### src/rtl/addsub_serial.sv
// Digit-serial adder/subtractor: DIGIT bits per clock, LSB first, with carry/borrow, overflow and zero flags.
// Optional ADDSUB_SAT_EN: clamp the result to the signed limit on overflow.
module addsub_serial #(
    parameter int WIDTH = 16,
    parameter int DIGIT = 4
) (
    input  logic             clk,
    input  logic             rst_n,
    input  logic             in_valid,
    output logic             in_ready,
    input  logic [WIDTH-1:0] a,
    input  logic [WIDTH-1:0] b,
    input  logic             mode,
    output logic             out_valid,
    input  logic             out_ready,
    output logic [WIDTH-1:0] result,
    output logic             cout,
    output logic             ovf,
    output logic             zero
);
    localparam int ND = WIDTH / DIGIT;
    localparam int CW = (ND > 1) ? $clog2(ND) : 1;

    typedef enum logic [1:0] {IDLE, RUN, DONE} state_t;

    state_t           r_state, w_state_nxt;
    logic [WIDTH-1:0] r_a, r_b, r_res;
    logic             r_mode, r_carry, r_cout, r_ovf, r_zero;
    logic [CW-1:0]    r_cnt;

    logic [DIGIT-1:0] w_da, w_db;
    logic [DIGIT:0]   w_sum;
    logic             w_last, w_cmsb, w_ovf;
    logic [WIDTH-1:0] w_res_nxt, w_res_fin;

    assign w_da   = r_a[int'(r_cnt) * DIGIT +: DIGIT];
    assign w_db   = r_b[int'(r_cnt) * DIGIT +: DIGIT];
    assign w_sum  = {1'b0, w_da} + {1'b0, w_db} + {{DIGIT{1'b0}}, r_carry};
    assign w_last = (r_cnt == CW'(ND - 1));
    // Carry into the MSB is recovered from the top sum bit of the last digit.
    assign w_cmsb = w_da[DIGIT-1] ^ w_db[DIGIT-1] ^ w_sum[DIGIT-1];
    assign w_ovf  = w_cmsb ^ w_sum[DIGIT];

    always_comb begin
        w_res_nxt = r_res;
        w_res_nxt[int'(r_cnt) * DIGIT +: DIGIT] = w_sum[DIGIT-1:0];
        w_res_fin = w_res_nxt;
`ifdef ADDSUB_SAT_EN
        if (w_ovf)
            w_res_fin = r_a[WIDTH-1] ? {1'b1, {(WIDTH-1){1'b0}}} : {1'b0, {(WIDTH-1){1'b1}}};
`endif
    end

    always_ff @(posedge clk or negedge rst_n) begin
        if (!rst_n) r_state <= IDLE;
        else        r_state <= w_state_nxt;
    end

    always_comb begin
        w_state_nxt = r_state;
        case (r_state)
            IDLE:    if (in_valid) w_state_nxt = RUN;
            RUN:     if (w_last)   w_state_nxt = DONE;
            DONE:    if (out_ready) w_state_nxt = IDLE;
            default: w_state_nxt = IDLE;
        endcase
    end

    always_ff @(posedge clk or negedge rst_n) begin
        if (!rst_n) begin
            r_a     <= '0;
            r_b     <= '0;
            r_mode  <= 1'b0;
            r_carry <= 1'b0;
            r_cnt   <= '0;
            r_res   <= '0;
            r_cout  <= 1'b0;
            r_ovf   <= 1'b0;
            r_zero  <= 1'b0;
        end else begin
            case (r_state)
                IDLE: if (in_valid) begin
                    r_a     <= a;
                    r_b     <= b ^ {WIDTH{mode}};
                    r_mode  <= mode;
                    r_carry <= mode;
                    r_cnt   <= '0;
                end
                RUN: begin
                    r_carry <= w_sum[DIGIT];
                    r_cnt   <= r_cnt + CW'(1);
                    if (w_last) begin
                        r_res  <= w_res_fin;
                        r_cout <= w_sum[DIGIT] ^ r_mode;
                        r_ovf  <= w_ovf;
                        r_zero <= (w_res_fin == '0);
                    end else begin
                        r_res  <= w_res_nxt;
                    end
                end
                default: ;
            endcase
        end
    end

    assign in_ready  = (r_state == IDLE);
    assign out_valid = (r_state == DONE);
    assign result    = r_res;
    assign cout      = r_cout;
    assign ovf       = r_ovf;
    assign zero      = r_zero;
endmodule

### config.mk
export PLATFORM = sky130hd
export DESIGN_NAME = addsub_serial
export DESIGN_NICKNAME = d
export VERILOG_FILES = /design/src/rtl/addsub_serial.sv
export SDC_FILE = /design/constraint.sdc
export NUM_CORES = 1
export LEC_CHECK = 0
export CORE_MARGIN = 5
export CORE_UTILIZATION = 33
export CTS_CLUSTER_DIAMETER = 40
export DETAILED_ROUTE_END_ITERATION = 10
export GPL_TIMING_DRIVEN = 0
export PLACE_DENSITY = 0.64
export RECOVER_POWER = 25
export SLEW_MARGIN = 30
export SYNTH_ARGS = -nofsm -noshare
export SYNTH_HDL_FRONTEND = slang
export SYNTH_SLANG_ARGS = --single-unit
### constraint.sdc
create_clock -name clk -period 4.1 [get_ports clk]
set_clock_uncertainty 0.05 [all_clocks]
set_input_delay 0.82 -clock clk [delete_from_list [all_inputs] [get_ports clk]]
set_output_delay 0.82 -clock clk [all_outputs]
set_load 0.03 [all_outputs]
==> results_dict.tcl, run 1 <==
set metrics [dict create \
    yosys_most_used_dff "dfrtp_1" \
    yosysWarningCount 0 \
    seq_area_frac_synth_pct 49.7 \
    worst-setup-path-type "reg -> reg" \
    ys_types 40 \
    wl_per_cell_um 14.5 \
    numCtsBuffers 9 \
    hp-start "r_a[5]" \
    die_area_mm2 0.0107 \
    max_slew_margin_pct -21.9 \
    cp.required_ps 4330 \
    finalSetupTns_ps 0 \
    ir_drop_mv 0.349 \
    gp_congestion 0.779 \
    outcome "finished with violations" \
    vias 2192 \
    die_y_um 103 \
    r2r_setup_slack_ps 770 \
    clk_pin_slew_ps 60 \
    p_leak_uw 0.00167 \
    arrival_ps 3560 \
    nFillCells 875 \
    drv_slew 36 \
    violations "capacitance limit, slew limit" \
    final-setup-viol-count 0 \
    grt_start_max_net_pins 36 \
    ant_nets 0 \
    grt_antenna_before_repair 0 \
    power_density_mw_per_mm2 865 \
    yosys.area.top_type "dfrtp_1" \
    async_reset_ff_share_pct 100 \
    final_cell_area_mm2 0.00376 \
    postCtsHoldBufs 0 \
    rows 34 \
    clk_latency_ps 340 \
    synth.area.top_cells "dfrtp_1 (50%), nand2_1 (10%), mux4_2 (6.3%)" \
    whs_path_depth 2 \
    num_io_pins 58 \
    path_max_fanout 10 \
    post-route-min-period_ps 3330 \
    rsz0062_at_grt "false" \
    synth.cell_area_mm2 0.00287 \
    cts_tree "built" \
    final_nets 386 \
    start_util_pct 33.4 \
    synthCells 270 \
    grt_pass1_vias 2310 \
    design.core.area_mm2 0.00859 \
    fmax_mhz 300 \
    rr_startpoint "r_cnt[0]" \
    n_antenna_cell 0 \
    min_path_type "reg -> reg" \
    die_width_um 103 \
    postCtsSetupBuffers 0 \
    syn_area_per_cell_um2 10.6 \
    r2r_cells 10 \
    synth_top_cell_area_share_pct 49.7 \
    clk_path_buf_depth 2 \
    finalHoldViolations 0 \
    drtPass1Iterations 4 \
    period_share_pct 81.2 \
    grt_overflow 0 \
    placed_area_mm2 0.00358 \
    drc_errors 0 \
    drive_above_1_share_pct 11.4 \
    rr_endpoint "zero" \
    cts.sinks 57 \
    dpl.hpwl_um 4960 \
    cts_htree_levels 3 \
    syn2layout_area_growth_pct 30.9 \
    root_buffer "clkbuf_8" \
    maxCapViolCount 1 \
    via_per_inst 4.87 \
    wirelength_um 6520 \
    timing.critical_path.from_type "register" \
    min_to "r_a[5]" \
    tightest_slew_ps 1830 \
    synth_edf_count 0 \
    grt_usage_pct 13.5 \
    synthesis.nets 318 \
    cts_resized 0 \
    grt_pass1_wl_um 11000 \
    ys_ff_latch 57 \
    end_kind "register" \
    drtIter0Drc 58 \
    port_buffers 56 \
]
==> cell usage after synthesis (all sizes together) (2+ instances only) <==
cell type / number
a22o: 11
mux4: 8
and4bb: 2
ha: 9
nor4: 4
o21ai: 25
fa: 2
and2: 2
buf: 5
nand4b: 2
xnor2: 18
clkbuf: 8
a32o: 5
nand3: 2
dfrtp: 57
nand2b: 3
inv: 7
xor2: 2
nand2: 78
nor2: 5
==> layout by cell type, fill, tap and decap left out, drive strengths merged, types with 3 or more instances in the layout <==
cell type,n
o21ai,25
nand2,78
a22o,11
mux4,8
buf,5
a32o,5
clkdlybuf4s50,55
nand2b,3
ha,9
dfrtp,57
xnor2,18
inv,7
nor4,4
nor2,5
clkbuf,22
==> sequential cells by signal (all words and copies together) (netlist names) <==
register / cells
cout: 1
ovf: 1
r_a: 16
r_b: 16
r_carry: 1
r_cnt: 2
r_mode: 1
r_state: 2
result: 16
zero: 1
==> metal layers <==
| layer | track usage, % | part of all wire [%] | vias up |
|---|---|---|---|
| li1 | - | - | 1070 |
| met1 | 16.9 | 44 | 1058 |
| met2 | 22.0 | 48 | 56 |
| met3 | 4.69 | 6.6 | 8 |
| met4 | 4.18 | 1.3 | 0 |
| met5 | 0 | 0 | - |
==> cell families (layout without fill, tap and decap cells) <==
logic type,after synthesis,in the layout,synth area share (%)
and+or+nand+nor,104,104,17.1
DFF,57,57,49.7
AOI/OAI and AO/OA,49,49,12.2
xor gates and xnor gates,20,20,6.10
buffers and inverters,20,92,3.01
adders and majority gates,11,11,5.32
muxes,9,9,6.67
==> where the power goes <==
group / switching, uW / internal (uW)
Combinational: 1030 / 758
Sequential: 149 / 799
Clock: 211 / 308
==> area by class of cell <==
| cell class | count | area (um^2) | area share (%) |
|---|---|---|---|
| Tap cell | 108 | 135 | 3.59 |
| Multi-Input combinational cell | 193 | 1360 | 36.1 |
| Clock inverter | 3 | 40.0 | 1.06 |
| Inverter | 7 | 26.3 | 0.699 |
| Buffer | 13 | 60.1 | 1.60 |
| Timing Repair Buffer | 57 | 558 | 14.8 |
| Sequential cell | 57 | 1430 | 37.9 |
| Clock buffer | 12 | 155 | 4.13 |
==> worst max path at each step <==
stage             start  depth (start not counted)      end
2_1_floorplan  r_cnt[0]                         10     zero
3_3_place_gp      rst_n                          1  r_b[11]
3_5_place_dp   r_cnt[0]                         10     zero
4_1_cts        r_cnt[0]                         10     zero
5_1_grt           rst_n                          2   r_b[2]
6_report       r_cnt[0]                         10     zero
==> through the flow <==
step / utilization, % / instances / power (uW) / setup slack (ps) / hold WS (ps)
floorplan: - / 270 / 2210 / 1100 / 390
global placement: 41.5 / 434 / 2700 / 389 / 403
detailed placement: 41.7 / 435 / 2760 / 755 / 412
CTS: 44.0 / 450 / 3290 / 745 / 317
global route: 43.8 / 450 / 3520 / 401 / 458
finish: 43.8 / 450 / 3250 / 769 / 425
==> critical path: stages (launching register included) <==
cell	delay (ps)
dfrtp_1	490
buf_2	360
mux4_2	580
fa_1	420
inv_1	80
fa_1	200
xor2_1	300
nand2_1	120
a211o_2	350
o211ai_2	140
a32o_1	170
Power figures use the tool's default switching activity.
==> inputs of run 2 (changes only) <==
PLACE_DENSITY = 0.66   (was 0.64)
clock period = 3 ns   (was 4.1 ns; I/O delays follow)
==> results_dict.tcl, run 2 (synthesis results as in run 1) <==
set metrics [dict create \
    outcome "finished, final reports clean" \
    die_y_um 103 \
    clk_pin_slew_ps 70 \
    grt_antenna_before_repair 0 \
    cp.required_ps 3230 \
    cts.sinks 57 \
    drtPass1Iterations 4 \
    drive_above_1_share_pct 13.6 \
    drtIter0Drc 24 \
    min_path_type "in -> async" \
    numCtsBuffers 9 \
    num_io_pins 58 \
    rows 34 \
    timing.critical_path.from_type "register" \
    switching_share_pct 42.0 \
    final-setup-viol-count 0 \
    end_kind "register" \
    grt_pass1_wl_um 10900 \
    grt_usage_pct 13.4 \
    fin_cells 453 \
    port_buffers 56 \
    ir_drop_mv 0.506 \
    p_leak_uw 0.00169 \
    comb_power_share_pct 56.9 \
    final_core_util_pct 44.3 \
    dpl.hpwl_um 4980 \
    design.core.area_mm2 0.00859 \
    p_clk_share_pct 15.5 \
    multi_input_area_mm2 0.00137 \
    maxCapViolCount 0 \
    n_antenna_cell 0 \
    clk_latency_ps 340 \
    grt_start_max_net_pins 44 \
    final_nets 389 \
    arrival_ps 3080 \
    cts_htree_levels 3 \
    grt_overflow 0 \
    r2r_setup_slack_ps 150 \
    final_common_cell "nand2_1" \
    syn2layout_area_growth_pct 32.6 \
    clk_path_buf_depth 2 \
    root_buffer "clkbuf_8" \
    die_width_um 103 \
    gp_congestion 0.740 \
    path_max_fanout 10 \
    power_density_mw_per_mm2 1220 \
    r2r_cells 10 \
    start_util_pct 33.4 \
    wirelength_um 6610 \
    final_cell_mix "nand2_1 (78), dfrtp_1 (56), clkdlybuf4s50_1 (55)" \
    rr_startpoint "r_cnt[0]" \
    fmax_mhz 351 \
    post-route-min-period_ps 2850 \
    drv_slew 0 \
    p_seq_share_pct 27.6 \
    tightest_slew_ps 1070 \
    wl_per_cell_um 14.6 \
    drc_errors 0 \
    rr_endpoint "zero" \
    cts_tree "built" \
    ff_latch_area_mm2 0.00143 \
    finalHoldViolations 0 \
    nFillCells 840 \
    via_per_inst 4.80 \
    whs_ps 276 \
    grt_pass1_vias 2305 \
    worst-setup-path-type "reg -> reg" \
    period_share_pct 95.1 \
    die_area_mm2 0.0107 \
    placed_cells 435 \
    switching_power_uw 1950 \
    p_int_uw 2690 \
    max_slew_margin_pct 28.6 \
    ant_nets 0 \
    vias 2173 \
]
run 2: power groups by stage:
stage / registers (uW) / logic [uW] / clock network, uW
global route: 1320 / 2940 / 759
detailed placement: 1310 / 2460 / 0
finish: 1280 / 2640 / 721
global placement: 1290 / 2410 / 0
CTS: 1280 / 2540 / 732
floorplan: 1390 / 1630 / 0
run 2: repair_timing:
action,4_1_cts,5_1_grt
pin swaps,0,1
hold buffers,0,0
setup endpoints to repair,13,1
gates resized for setup,5,3
buffers inserted,1,2
run 2: area by class of cell:
cell class | instances | area share (%)
inverter | 7 | 0.690
clock buffer | 12 | 4.07
multi-input combinational | 193 | 36.0
clock inverter | 3 | 1.05
timing repair buffer | 60 | 15.3
tap | 108 | 3.55
sequential | 57 | 37.5
buffer | 13 | 1.87
run 2: through the flow:
stage                     setup TNS (ps)  power [uW]  setup WS (ps)  cell area [um^2]
after floorplan                        0        3020           1.48              2870
final                                  0        4640            147              3810
after global placement            -26360        3700           -456              3570
after global routing              -0.699        5020         -0.699              3810
after detailed placement           -1080        3770           -356              3580
after CTS                              0        4550           72.3              3800
run 2: how the worst max path moves through the flow:
stage / from / to / slack (ps) / cells past startpoint
detailed placement: r_cnt[0] / zero / -360 / 10
floorplan: r_cnt[0] / zero / 1 / 10
global route: r_cnt[1] / zero / -0.7 / 10
global placement: rst_n / r_b[12] / -460 / 1
finish: r_cnt[0] / zero / 150 / 10
CTS: r_cnt[0] / zero / 70 / 10
run 2: worst max-delay path: stages (launching register included):
cell and delay, ps:
dfrtp_2 380, buf_8 160, mux4_2 530, fa_1 410, inv_1 80, fa_2 230, xor2_2 190, nand2_1 100
a211o_2 340, o211ai_2 140, a32o_1 170
run 2: layer usage:
metal	vias to the layer above	track usage [%]	share of wire [%]	routed length (um)
met2	46	22.2	48	3190
met1	1039	17.0	46	3020
met3	10	3.29	4.4	294
li1	1078	-	-	-
met5	-	0	0	0
met4	0	5.38	1.6	107
==> RTL edit: new RTL, flow settings as in run 1 <==
`DIGIT`: 4 -> 2.
--- a/src/rtl/addsub_serial.sv
+++ b/src/rtl/addsub_serial.sv
@@ -3,5 +3,5 @@
 module addsub_serial #(
     parameter int WIDTH = 16,
-    parameter int DIGIT = 4
+    parameter int DIGIT = 2
 ) (
     input  logic             clk,
Behaviour: not the same (Yosys sat finds a counterexample within 4 cycles, from zero or initial values and one cycle with rst_n low).
==> RTL edit against run 1 <==
The run still ends with capacitance limit, slew limit left; clock power is 25% higher; sequential cell count is 1 higher; routed wire length is 6.0% higher; global-route usage is 0.61 points lower; design area is 6.6% higher; synthesized area is 6.9% higher; setup slack worse by 0.39 ns; sequential share of layout area is 1.7 points lower; critical path depth is 4 higher; die area is 6.2% higher; combinational power is 6% higher; non-clock buffer count is 3 higher; power is 7.7% higher; worst hold slack worse by 0.0032 ns; critical path type unchanged; largest power group unchanged; highest routed layer unchanged.
==> RTL edit: results (changes against run 1) <==
* Max cap viols at 1 (unchanged)
* Fraction of registers with async set/reset at 100% (unchanged)
* Iter 0 DRT Violations at 72 (was 58)
* Top post-synthesis cells by area: dfrtp_1, nand2_1, mux4_2 (unchanged)
* Commonest cells in the synthesized netlist: nand2_1, dfrtp_1, o21ai_0 (unchanged)
* NetSw at 1.46 mW (was 1.39 mW)
* Synth warnings at 0 (unchanged)
* Post-CTS Resized at 0 (unchanged)
* Status: finished with violations (unchanged)
* Filler instances at 905 (was 875)
* CTS root buf: clkbuf_8 (unchanged)
* Final Slew Violations at 46 (was 36)
* Routing usage on met3 at 4.49% (was 4.69%)
* Yosys cell types at 40 (unchanged)
* Layout cells sized above 1 at 11.7% (was 11.4%)
* Critical path's slowest cell: mux4_2 (unchanged)
* Failing checks: capacitance limit, slew limit (unchanged)
* Top delay family on crit path: adder cells (was compound AO/OA/AOI/OAI gates)
* Htree depth at 3 (unchanged)
* Worst min-delay path category: reg2reg (unchanged)
* Met2 Use GR at 21.0% (was 22.0%)
* Sequential area share after synthesis at 47.3% (was 49.7%)
* 1st-pass router iterations at 4 (unchanged)
* Total CTS buffers at 9 (unchanged)
* PortBufs at 56 (unchanged)
* LEAKAGE at 1.80 nW (was 1.67 nW)
* Clock transition at path regs at 0.07 ns
* Largest net degree at the start of global routing at 46 (was 36)
* Initial antenna violation count at 0 (unchanged)
* Number of global-route vias before repair at 2497 (was 2310)
* First-pass GRT wire length at 11700 um (was 11000 um)
* Routed wire per std cell at 14.0 um (was 14.5 um)
* Nets@finish at 427 (was 386)
* Crit Path Max Fanout at 10 (unchanged)
* RePlAce Congestion at 0.787 (was 0.779)
* Worst VDD drop at 0.000277 V (was 0.000349 V)
* Crit path arrival time at 3.89 ns (was 3.56 ns)
* Drt via density at 4.85 (was 4.87)
* Post-synth top area cell: dfrtp_1 (unchanged)
* Worst-margin pin slew at 2.45 ns (was 1.83 ns)
* Max incr delay on CP at 0.55 ns (was 0.58 ns)
* Syn nets at 359 (was 318)
* Dpl hpwl at 5150 um (was 4960 um)
* Gr usage total at 12.9% (was 13.5%)
* # diodes at 0 (unchanged)
* Met1 usage at 16.3% (was 16.9%)
* Area after DPL at 0.00379 mm2 (was 0.00358 mm2)
* Clock Tree Buf Depth at 2 (unchanged)
* Worst-Skew Late Latency at 0.34 ns (about the same)
==> RTL edit: cell count changes in the layout (fill, tap and decap cells not counted), sizes merged, moves of 3 or more <==
cell and delta:
a22o -11, a32o -5, mux2 +13, nand2 +17, nor2 +11, nor2b +3
nor3 +3
==> RTL edit: path summary, 6_finish.rpt <==
check / startpoint / end / slack (ns) / depth (start not counted)
setup reg to reg: r_cnt[0] / zero / 0.38 / 14
hold reg to reg: r_a[15] / r_a[15] / 0.42 / 2
setup / recovery: r_cnt[0] / zero / 0.38 / 14
min in group asynchronous: rst_n / result[9] / 0.46 / 1
max in group asynchronous: rst_n / r_b[2] / 0.80 / 2
hold / removal: r_a[15] / r_a[15] / 0.42 / 2
==> RTL edit: final cells by class <==
class / instances / area, um2 / share of cell area [%]
sequential: 58 / 1450 / 36.2
buffer: 16 / 78.8 / 1.97
timing repair buffer: 57 / 558 / 13.9
inverter: 8 / 30.0 / 0.750
tap: 111 / 139 / 3.47
clock inverter: 5 / 103 / 2.56
clock buffer: 10 / 138 / 3.44
multi-input combinational: 230 / 1510 / 37.7
==> RTL edit: kinds of logic after synthesis <==
group	count (synthesis)	share of synthesized area, %
compound gates	36	6.93
mux	24	11.8
simple gates	141	20.5
fa+ha+maj	10	4.57
flops	58	47.3
buf+inv	24	3.55
xor+xnor	19	5.42
==> RTL edit: metal layers <==
layer | up-vias | part of all wire, %
met5 | - | 0
met1 | 1157 | 46
met2 | 57 | 48
met3 | 6 | 5.1
li1 | 1180 | -
met4 | 0 | 0.62
==> RTL edit: tightest hold or removal path, delay by kind of cell (launching register included) <==
family | cells | cell delay [ns]
flip-flops | 1 | 0.34
AND/OR/NAND/NOR | 2 | 0.10
==> RTL edit: power by group through the flow <==
stage	clock, mW	combinational (mW)	sequential [mW]
2_1_floorplan	0	1.27	1.06
3_3_place_gp	0	1.86	0.969
3_5_place_dp	0	1.90	0.981
4_1_cts	0.658	1.91	0.970
5_1_grt	0.685	2.10	1.01
6_report	0.650	1.89	0.968
==> RTL edit: stage by stage <==
step	power (mW)	setup slack (ns)	utilization (%)	std cells
after floorplan	2.32	0.862	-	312
after global placement	2.83	0.307	41.2	479
after detailed placement	2.88	0.376	41.4	480
after CTS	3.53	0.362	44.1	495
after global routing	3.79	0.0859	43.8	495
final	3.50	0.379	43.8	495
